File: config.mk
export PLATFORM = sky130hd
export DESIGN_NAME = bt_cmd_ctrl
export DESIGN_NICKNAME = d
export VERILOG_FILES = /design/src/rtl/bt_cmd_pkg.sv /design/src/rtl/uart_rx.sv /design/src/rtl/bt_cmd_ctrl.sv
export SDC_FILE = /design/constraint.sdc
export NUM_CORES = 1
export LEC_CHECK = 0
export CAP_MARGIN = 0
export CORE_MARGIN = 10
export CORE_UTILIZATION = 50
export CTS_CLUSTER_DIAMETER = 80
export DETAILED_ROUTE_END_ITERATION = 12
export HOLD_SLACK_MARGIN = 0.1
export PLACE_DENSITY = 0.69
export SLEW_MARGIN = 40
export SYNTH_ARGS = -nofsm -noshare
export SYNTH_HDL_FRONTEND = slang
export SYNTH_SLANG_ARGS = --single-unit
File: constraint.sdc
create_clock -name clk -period 6 [get_ports clk]
set_clock_uncertainty 0.05 [all_clocks]
set_input_delay 0.9 -clock clk [delete_from_list [all_inputs] [get_ports clk]]
set_output_delay 0.9 -clock clk [all_outputs]
set_load 0.005 [all_outputs]
File: src/rtl/bt_cmd_pkg.sv
// Shared command codes, play-mode and FSM state encodings for the Bluetooth command controller.
// Pure definitions: no logic, no latency, no flow control.
package bt_cmd_pkg;

  localparam logic [7:0] CMD_PAUSE   = 8'h01;
  localparam logic [7:0] CMD_NEXT    = 8'h02;
  localparam logic [7:0] CMD_PREV    = 8'h03;
  localparam logic [7:0] CMD_LOUDER  = 8'h04;
  localparam logic [7:0] CMD_QUIETER = 8'h05;
  localparam logic [7:0] CMD_MODE    = 8'h06;
  localparam logic [3:0] CMD_SEL_HI  = 4'h4;

  typedef enum logic [1:0] {
    MODE_SEQ      = 2'd0,
    MODE_LOOP_ONE = 2'd1,
    MODE_STOP_END = 2'd2
  } mode_e;

  typedef enum logic [1:0] {
    ST_IDLE = 2'd0,
    ST_EXEC = 2'd1,
    ST_HOLD = 2'd2
  } state_e;

  typedef enum logic [1:0] {
    RX_IDLE  = 2'd0,
    RX_START = 2'd1,
    RX_DATA  = 2'd2,
    RX_STOP  = 2'd3
  } rx_state_e;

  function automatic mode_e mode_next(input mode_e m);
    case (m)
      MODE_SEQ:      return MODE_LOOP_ONE;
      MODE_LOOP_ONE: return MODE_STOP_END;
      default:       return MODE_SEQ;
    endcase
  endfunction

endpackage

File: src/rtl/uart_rx.sv
// 8N1 UART receiver: rx_done pulses one cycle with rx_data about mid stop bit.
// No backpressure: the consumer must take each byte on the rx_done cycle.
module uart_rx
  import bt_cmd_pkg::*;
#(
  parameter int CLKS_PER_BIT = 434
) (
  input  logic       clk,
  input  logic       rst_n,
  input  logic       rx,
  output logic       rx_done,
  output logic [7:0] rx_data
);

  localparam int CNT_W = $clog2(CLKS_PER_BIT);
  localparam logic [CNT_W-1:0] CNT_LAST = CNT_W'(CLKS_PER_BIT - 1);
  localparam logic [CNT_W-1:0] CNT_HALF = CNT_W'(CLKS_PER_BIT / 2 - 1);

  rx_state_e        st;
  logic             rx_meta, rx_s;
  logic [CNT_W-1:0] cnt;
  logic [2:0]       bit_idx;
  logic [7:0]       shreg;

  always_ff @(posedge clk) begin
    if (!rst_n) begin
      rx_meta <= 1'b1;
      rx_s    <= 1'b1;
      st      <= RX_IDLE;
      cnt     <= '0;
      bit_idx <= '0;
      shreg   <= '0;
      rx_data <= '0;
      rx_done <= 1'b0;
    end else begin
      rx_meta <= rx;
      rx_s    <= rx_meta;
      rx_done <= 1'b0;
      case (st)
        RX_IDLE: begin
          cnt     <= '0;
          bit_idx <= '0;
          if (!rx_s) st <= RX_START;
        end
        // re-check the start bit at its centre to reject glitches
        RX_START: begin
          if (cnt == CNT_HALF) begin
            cnt <= '0;
            st  <= rx_s ? RX_IDLE : RX_DATA;
          end else cnt <= cnt + CNT_W'(1);
        end
        RX_DATA: begin
          if (cnt == CNT_LAST) begin
            cnt   <= '0;
            shreg <= {rx_s, shreg[7:1]};
            if (bit_idx == 3'd7) st <= RX_STOP;
            else bit_idx <= bit_idx + 3'd1;
          end else cnt <= cnt + CNT_W'(1);
        end
        default: begin
          if (cnt == CNT_LAST) begin
            st <= RX_IDLE;
            if (rx_s) begin
              rx_done <= 1'b1;
              rx_data <= shreg;
            end
          end else cnt <= cnt + CNT_W'(1);
        end
      endcase
    end
  end

endmodule

File: src/rtl/bt_cmd_ctrl.sv
// Player command controller: UART bytes -> FIFO -> IDLE/EXEC/HOLD FSM; pop-to-output 2 cycles.
// No backpressure upstream: bytes arriving while the FIFO is full are dropped and flagged on o_overflow.
module bt_cmd_ctrl
  import bt_cmd_pkg::*;
#(
  parameter int SONG_NUM     = 4,
  parameter int VOL_MAX      = 8,
  parameter int VOL_STEP     = 14,
  parameter int HOLD_CYCLES  = 5000000,
  parameter int FIFO_DEPTH   = 4,
  parameter int CLKS_PER_BIT = 434,
  parameter int SONG_W       = $clog2(SONG_NUM),
  parameter int VOL_W        = $clog2(VOL_MAX + 1)
) (
  input  logic              clk,
  input  logic              rst_n,
  input  logic              rx,
  input  logic              i_finish_song,
  output logic [15:0]       o_vol,
  output logic [VOL_W-1:0]  vol_level,
  output logic [SONG_W-1:0] o_song_select,
  output logic              o_next,
  output logic              o_pre,
  output logic              o_vol_plus,
  output logic              o_vol_dec,
  output logic              o_restart,
  output logic              o_pause,
  output logic [1:0]        o_mode,
  output logic              o_cmd_err,
  output logic              o_overflow
);

  localparam int AW     = $clog2(FIFO_DEPTH);
  localparam int HOLD_W = $clog2(HOLD_CYCLES + 1);
  localparam logic [SONG_W-1:0] SONG_LAST = SONG_W'(SONG_NUM - 1);
  localparam logic [4:0]        SONG_CNT  = 5'(SONG_NUM);
  localparam logic [VOL_W-1:0]  VOL_LAST  = VOL_W'(VOL_MAX);
  localparam logic [HOLD_W-1:0] HOLD_LAST = HOLD_W'(HOLD_CYCLES - 1);

  logic        rx_done;
  logic [7:0]  rx_data;
  logic [7:0]  mem [FIFO_DEPTH];
  logic [AW:0] wr_ptr, rd_ptr;
  logic        empty, full, push, pop;

  state_e            state;
  mode_e             mode;
  logic [7:0]        cmd;
  logic              cmd_fin, fin_pend;
  logic [HOLD_W-1:0] hold_cnt;
  logic [SONG_W-1:0] song_inc, song_dec;
  logic              sel_ok;
  logic [7:0]        att;

  uart_rx #(.CLKS_PER_BIT(CLKS_PER_BIT)) u_rx (
    .clk     (clk),
    .rst_n   (rst_n),
    .rx      (rx),
    .rx_done (rx_done),
    .rx_data (rx_data)
  );

  assign empty = (wr_ptr == rd_ptr);
  assign full  = (wr_ptr[AW] != rd_ptr[AW]) && (wr_ptr[AW-1:0] == rd_ptr[AW-1:0]);
  assign pop   = (state == ST_IDLE) && !empty;
  // a pop in the same cycle frees the slot the push lands in
  assign push  = rx_done && (!full || pop);

  always_ff @(posedge clk) begin
    if (push) mem[wr_ptr[AW-1:0]] <= rx_data;
  end

  always_ff @(posedge clk) begin
    if (!rst_n) begin
      wr_ptr     <= '0;
      rd_ptr     <= '0;
      o_overflow <= 1'b0;
    end else begin
      o_overflow <= rx_done && !push;
      if (push) wr_ptr <= wr_ptr + (AW+1)'(1);
      if (pop)  rd_ptr <= rd_ptr + (AW+1)'(1);
    end
  end

  assign song_inc = (o_song_select == SONG_LAST) ? '0 : o_song_select + SONG_W'(1);
  assign song_dec = (o_song_select == '0) ? SONG_LAST : o_song_select - SONG_W'(1);
  assign sel_ok   = (cmd[7:4] == CMD_SEL_HI) && ({1'b0, cmd[3:0]} < SONG_CNT);
  assign att      = (vol_level == VOL_LAST) ? 8'hFC : 8'(VOL_STEP * int'(vol_level));
  assign o_vol    = {att, att};
  assign o_mode   = mode;

  always_ff @(posedge clk) begin
    if (!rst_n) begin
      state         <= ST_IDLE;
      mode          <= MODE_SEQ;
      cmd           <= '0;
      cmd_fin       <= 1'b0;
      fin_pend      <= 1'b0;
      hold_cnt      <= '0;
      vol_level     <= '0;
      o_song_select <= '0;
      o_pause       <= 1'b0;
      o_next        <= 1'b0;
      o_pre         <= 1'b0;
      o_vol_plus    <= 1'b0;
      o_vol_dec     <= 1'b0;
      o_restart     <= 1'b0;
      o_cmd_err     <= 1'b0;
    end else begin
      o_next     <= 1'b0;
      o_pre      <= 1'b0;
      o_vol_plus <= 1'b0;
      o_vol_dec  <= 1'b0;
      o_restart  <= 1'b0;
      o_cmd_err  <= 1'b0;
      fin_pend   <= (fin_pend && !(state == ST_IDLE && empty)) || i_finish_song;
      case (state)
        ST_IDLE: begin
          if (!empty) begin
            cmd     <= mem[rd_ptr[AW-1:0]];
            cmd_fin <= 1'b0;
            state   <= ST_EXEC;
          end else if (fin_pend) begin
            cmd_fin <= 1'b1;
            state   <= ST_EXEC;
          end
        end
        ST_EXEC: begin
          state    <= ST_IDLE;
          hold_cnt <= '0;
          if (cmd_fin) begin
            if (mode == MODE_LOOP_ONE) o_restart <= 1'b1;
            else if (mode == MODE_STOP_END && o_song_select == SONG_LAST) o_pause <= 1'b1;
            else begin
              o_song_select <= song_inc;
              state         <= ST_HOLD;
            end
          end else begin
            case (cmd)
              CMD_PAUSE: o_pause <= ~o_pause;
              CMD_NEXT: begin
                o_song_select <= song_inc;
                o_next        <= 1'b1;
                state         <= ST_HOLD;
              end
              CMD_PREV: begin
                o_song_select <= song_dec;
                o_pre         <= 1'b1;
                state         <= ST_HOLD;
              end
              CMD_LOUDER: begin
                if (vol_level != '0) vol_level <= vol_level - VOL_W'(1);
                o_vol_plus <= 1'b1;
                state      <= ST_HOLD;
              end
              CMD_QUIETER: begin
                if (vol_level != VOL_LAST) vol_level <= vol_level + VOL_W'(1);
                o_vol_dec <= 1'b1;
                state     <= ST_HOLD;
              end
              CMD_MODE: mode <= mode_next(mode);
              default: begin
                if (sel_ok) o_song_select <= cmd[SONG_W-1:0];
                else        o_cmd_err     <= 1'b1;
              end
            endcase
          end
        end
        ST_HOLD: begin
          if (hold_cnt == HOLD_LAST) state <= ST_IDLE;
          else hold_cnt <= hold_cnt + HOLD_W'(1);
        end
        default: state <= ST_IDLE;
      endcase
    end
  end

endmodule

==> impl_results.md <==
* Slew Viols, Final at 0
* Largest stage delay, worst path at 0.58 ns
* Final Wtd Congestion at 0.881
* Remaining routing DRC violations at 0
* CTS tree: yes
* Lkg Pwr at 2.42 nW
* Vias in the first global route at 4205
* Total I/O pin count at 36
* Clock sinks at 122
* Synth Flop Type: dfxtp_1
* Worst-path clk slew at 0.05 ns
* Hold WC Path Type: flip-flop to flip-flop
* Max-cap violation count at 0
* Core area at 0.0115 sq mm
* Setup CP Type: flip-flop to output port
* Longest Clk Path Bufs at 2
* Layout Cells excl Fill at 783
* Area grow syn2layout at 15.1%
* Most frequent cell on the critical path: nor2_1
* Cells after synthesis at 609
* Fin worst setup slack at 2.14 ns
* Crit path max fanout at 9
* Actual slew at the worst max-slew pin at 0.726 ns
* Status: completed
* Final setup violation count at 0
* Crit path max-delay cell type: dfxtp_1
* RSZ-0062 raised after global routing: false
* Register area share after synthesis at 46.5%
* H-tree depth at 4
* Post-DRT Antenna Nets at 0
* Initial Utilization at 51.6%
* WL final at 11700 um
* CP Buf/Inv Count at 1
* Fill cells at 991
* Worst EP arrival at 2.91 ns
* Hold Buf Count CTS at 0
* Worst VDD drop at 217 uV
* Largest net degree at the start of global routing at 49
* Fin Hold WS at 0.354 ns
* Post-Place Setup Slack at 2.57 ns
* Unique masters post-synth at 60
* Crit end category: output port
* Post-Syn Area at 0.00595 sq mm
* Req. time, crit path at 5.05 ns
* Fin nets at 659
* Pwr/cell area at 298 mW/mm^2
* Crit path max-delay family: adder cells
* Fin area at 0.00684 sq mm
* HPWL after DPL at 8090 um
* Fraction of registers with async set/reset at 0%
* Yosys reg bits at 122
* Resize count post-CTS at 0
* Placed instance area at 0.00628 sq mm
* Initial antenna violation count at 0
* Iter 0 DRT Violations at 278
* Syn_area_per_cell at 9.76 sq um
* Total CTS buffers at 17
* Setup tns final at 0 ns
* Vias at 4449
* Share of cells above drive strength 1 at 8.28%
* FP Rows at 39
* Die width at 129 um
* Crit path cell chain: fa_1 > ha_1 > a21oi_1 > nor2_1 > nor2_1 > nor2_1 > a21oi_1 > clkdlybuf4s50_1
* Clk_lat worst skew at 0.42 ns
* Die area at 0.0167 sq mm
* Number of enable flip-flop cells after synthesis at 32
* Total track usage at 14.8%
* Drt first pass iters at 4
* Grt ovf at 0
* IO Port Bufs at 33
* N_diodes at 0
* Crit path launch type: flip-flop
* Period utilization at 64.4%
* Postcts setup bufs at 0
* CTS root buffer: clkbuf_16
* Max-Slew Margin vs Limit at 51.2%
* Placed Cells at 751
* Max frequency at 259 MHz
* Via density at 5.68
* Final min period at 3.86 ns
* Die Span Y at 129 um
* Ys Warns at 0
* First-pass GRT wire length at 20100 um
* Final hold vios at 0
* Drt wl/cell at 14.9 um
worst paths after layout:
| check | slack [ns] | cells after the start | startpoint | endpoint |
|---|---|---|---|---|
| max | 2.14 | 8 | vol_level[1] | o_vol[14] |
| min | 0.35 | 1 | u_rx.rx_meta | u_rx.rx_s |
| max reg2reg | 3.26 | 9 | cmd[7] | vol_level[3] |
| min reg2reg | 0.35 | 1 | u_rx.rx_meta | u_rx.rx_s |
stage by stage:
step	utilization, %	power, mW
4_1_cts	59.4	2.05
3_5_place_dp	54.5	1.08
5_1_grt	59.4	2.12
3_3_place_gp	54.5	1.08
6_report	59.4	2.04
2_1_floorplan	-	1.05
kinds of logic after synthesis:
family                   share of synthesized area, %
AO/OA/AOI/OAI                                    10.4
XOR/XNOR                                         2.95
adder cells (fa/ha/maj)                          6.52
buffers and inverters                            4.95
flip-flops                                       46.5
multiplexers                                     7.47
other                                          0.0631
AND/OR/NAND/NOR                                  21.1
worst reg2reg max path, stage by stage (launching register included):
cell and delay [ns]:
dfxtp_1 0.32, or4_4 0.59, nor4b_4 0.31, nand2_1 0.15, ha_1 0.32, a21o_1 0.18, a21oi_1 0.20, xnor2_1 0.10
or3_1 0.32, a21oi_1 0.14
routing by layer:
metal  share of wire (%)  vias up  track usage, %
met2                  48      103            23.7
met1                  45     2107            17.9
met4                 1.7        0            7.09
met3                 5.4       22            4.61
met5                   0        -               0
li1                    -     2217               -
layout by cell type (no fill, tap or decap), drive strengths merged, types with 16 or more instances in the layout:
cell	n
mux2i	23
inv	24
clkbuf	20
clkdlybuf4s50	33
nand2	38
a21oi	43
nor3	16
ha	23
dfxtp	90
nand4	17
edfxtp	32
nor2	70
nand3	33
sequential cells by signal, summed over array words and instances, names as in the netlist, 2 cells and up:
signal	cells
rd_ptr	3
u_rx.cnt	9
vol_level	4
o_mode	2
state	2
u_rx.st	2
wr_ptr	3
u_rx.rx_data	8
u_rx.shreg	8
cmd	8
mem	32
u_rx.bit_idx	3
o_song_select	2
hold_cnt	23
synth_stat cells (3+ instances only):
library cell  count  area share, %
dfxtp_1          90             30
nor2_1           69            4.4
a21oi_1          43            3.6
nand2_1          38            2.4
edfxtp_1         32             16
nand3_1          32            2.7
ha_1             23            4.8
inv_1            23            1.5
mux2i_1          23            3.9
clkbuf_1         19            1.2
nand4_1          17            1.8
nor3_1           16            1.3
nand2b_1         14            1.5
o21ai_0          14            1.2
buf_4            11            1.4
xnor2_1          10            1.5
xor2_1           10            1.5
mux4_2            8            3.0
nor2b_1           7           0.74
o211ai_1          7           0.88
or3_1             7           0.74
and2_1            6           0.63
and3_1            6           0.63
nand4b_1          6           0.88
a21o_1            5           0.63
fa_1              5            1.7
o21a_1            5           0.63
a31oi_1           4           0.42
buf_2             4           0.34
nor4b_1           4           0.59
o31ai_1           4           0.51
a211oi_1          3           0.38
mux2_2            3           0.57
nand3b_1          3           0.38
nor4_1            3           0.32
or2_2             3           0.32
where the power goes:
part           internal [mW]  switching (mW)
sequential             0.858          0.0478
combinational         0.0753          0.0872
clock                  0.607           0.364
layout make-up:
type / instances / area (sq um) / share of cell area, %
multi-input combinational: 426 / 2890 / 42.3
sequential: 122 / 2770 / 40.4
clock buffer: 20 / 437 / 6.38
timing repair buffer: 36 / 353 / 5.16
tap: 143 / 179 / 2.62
clock inverter: 12 / 125 / 1.83
inverter: 24 / 90.1 / 1.32
No activity file was read; power rests on OpenSTA's default activity.
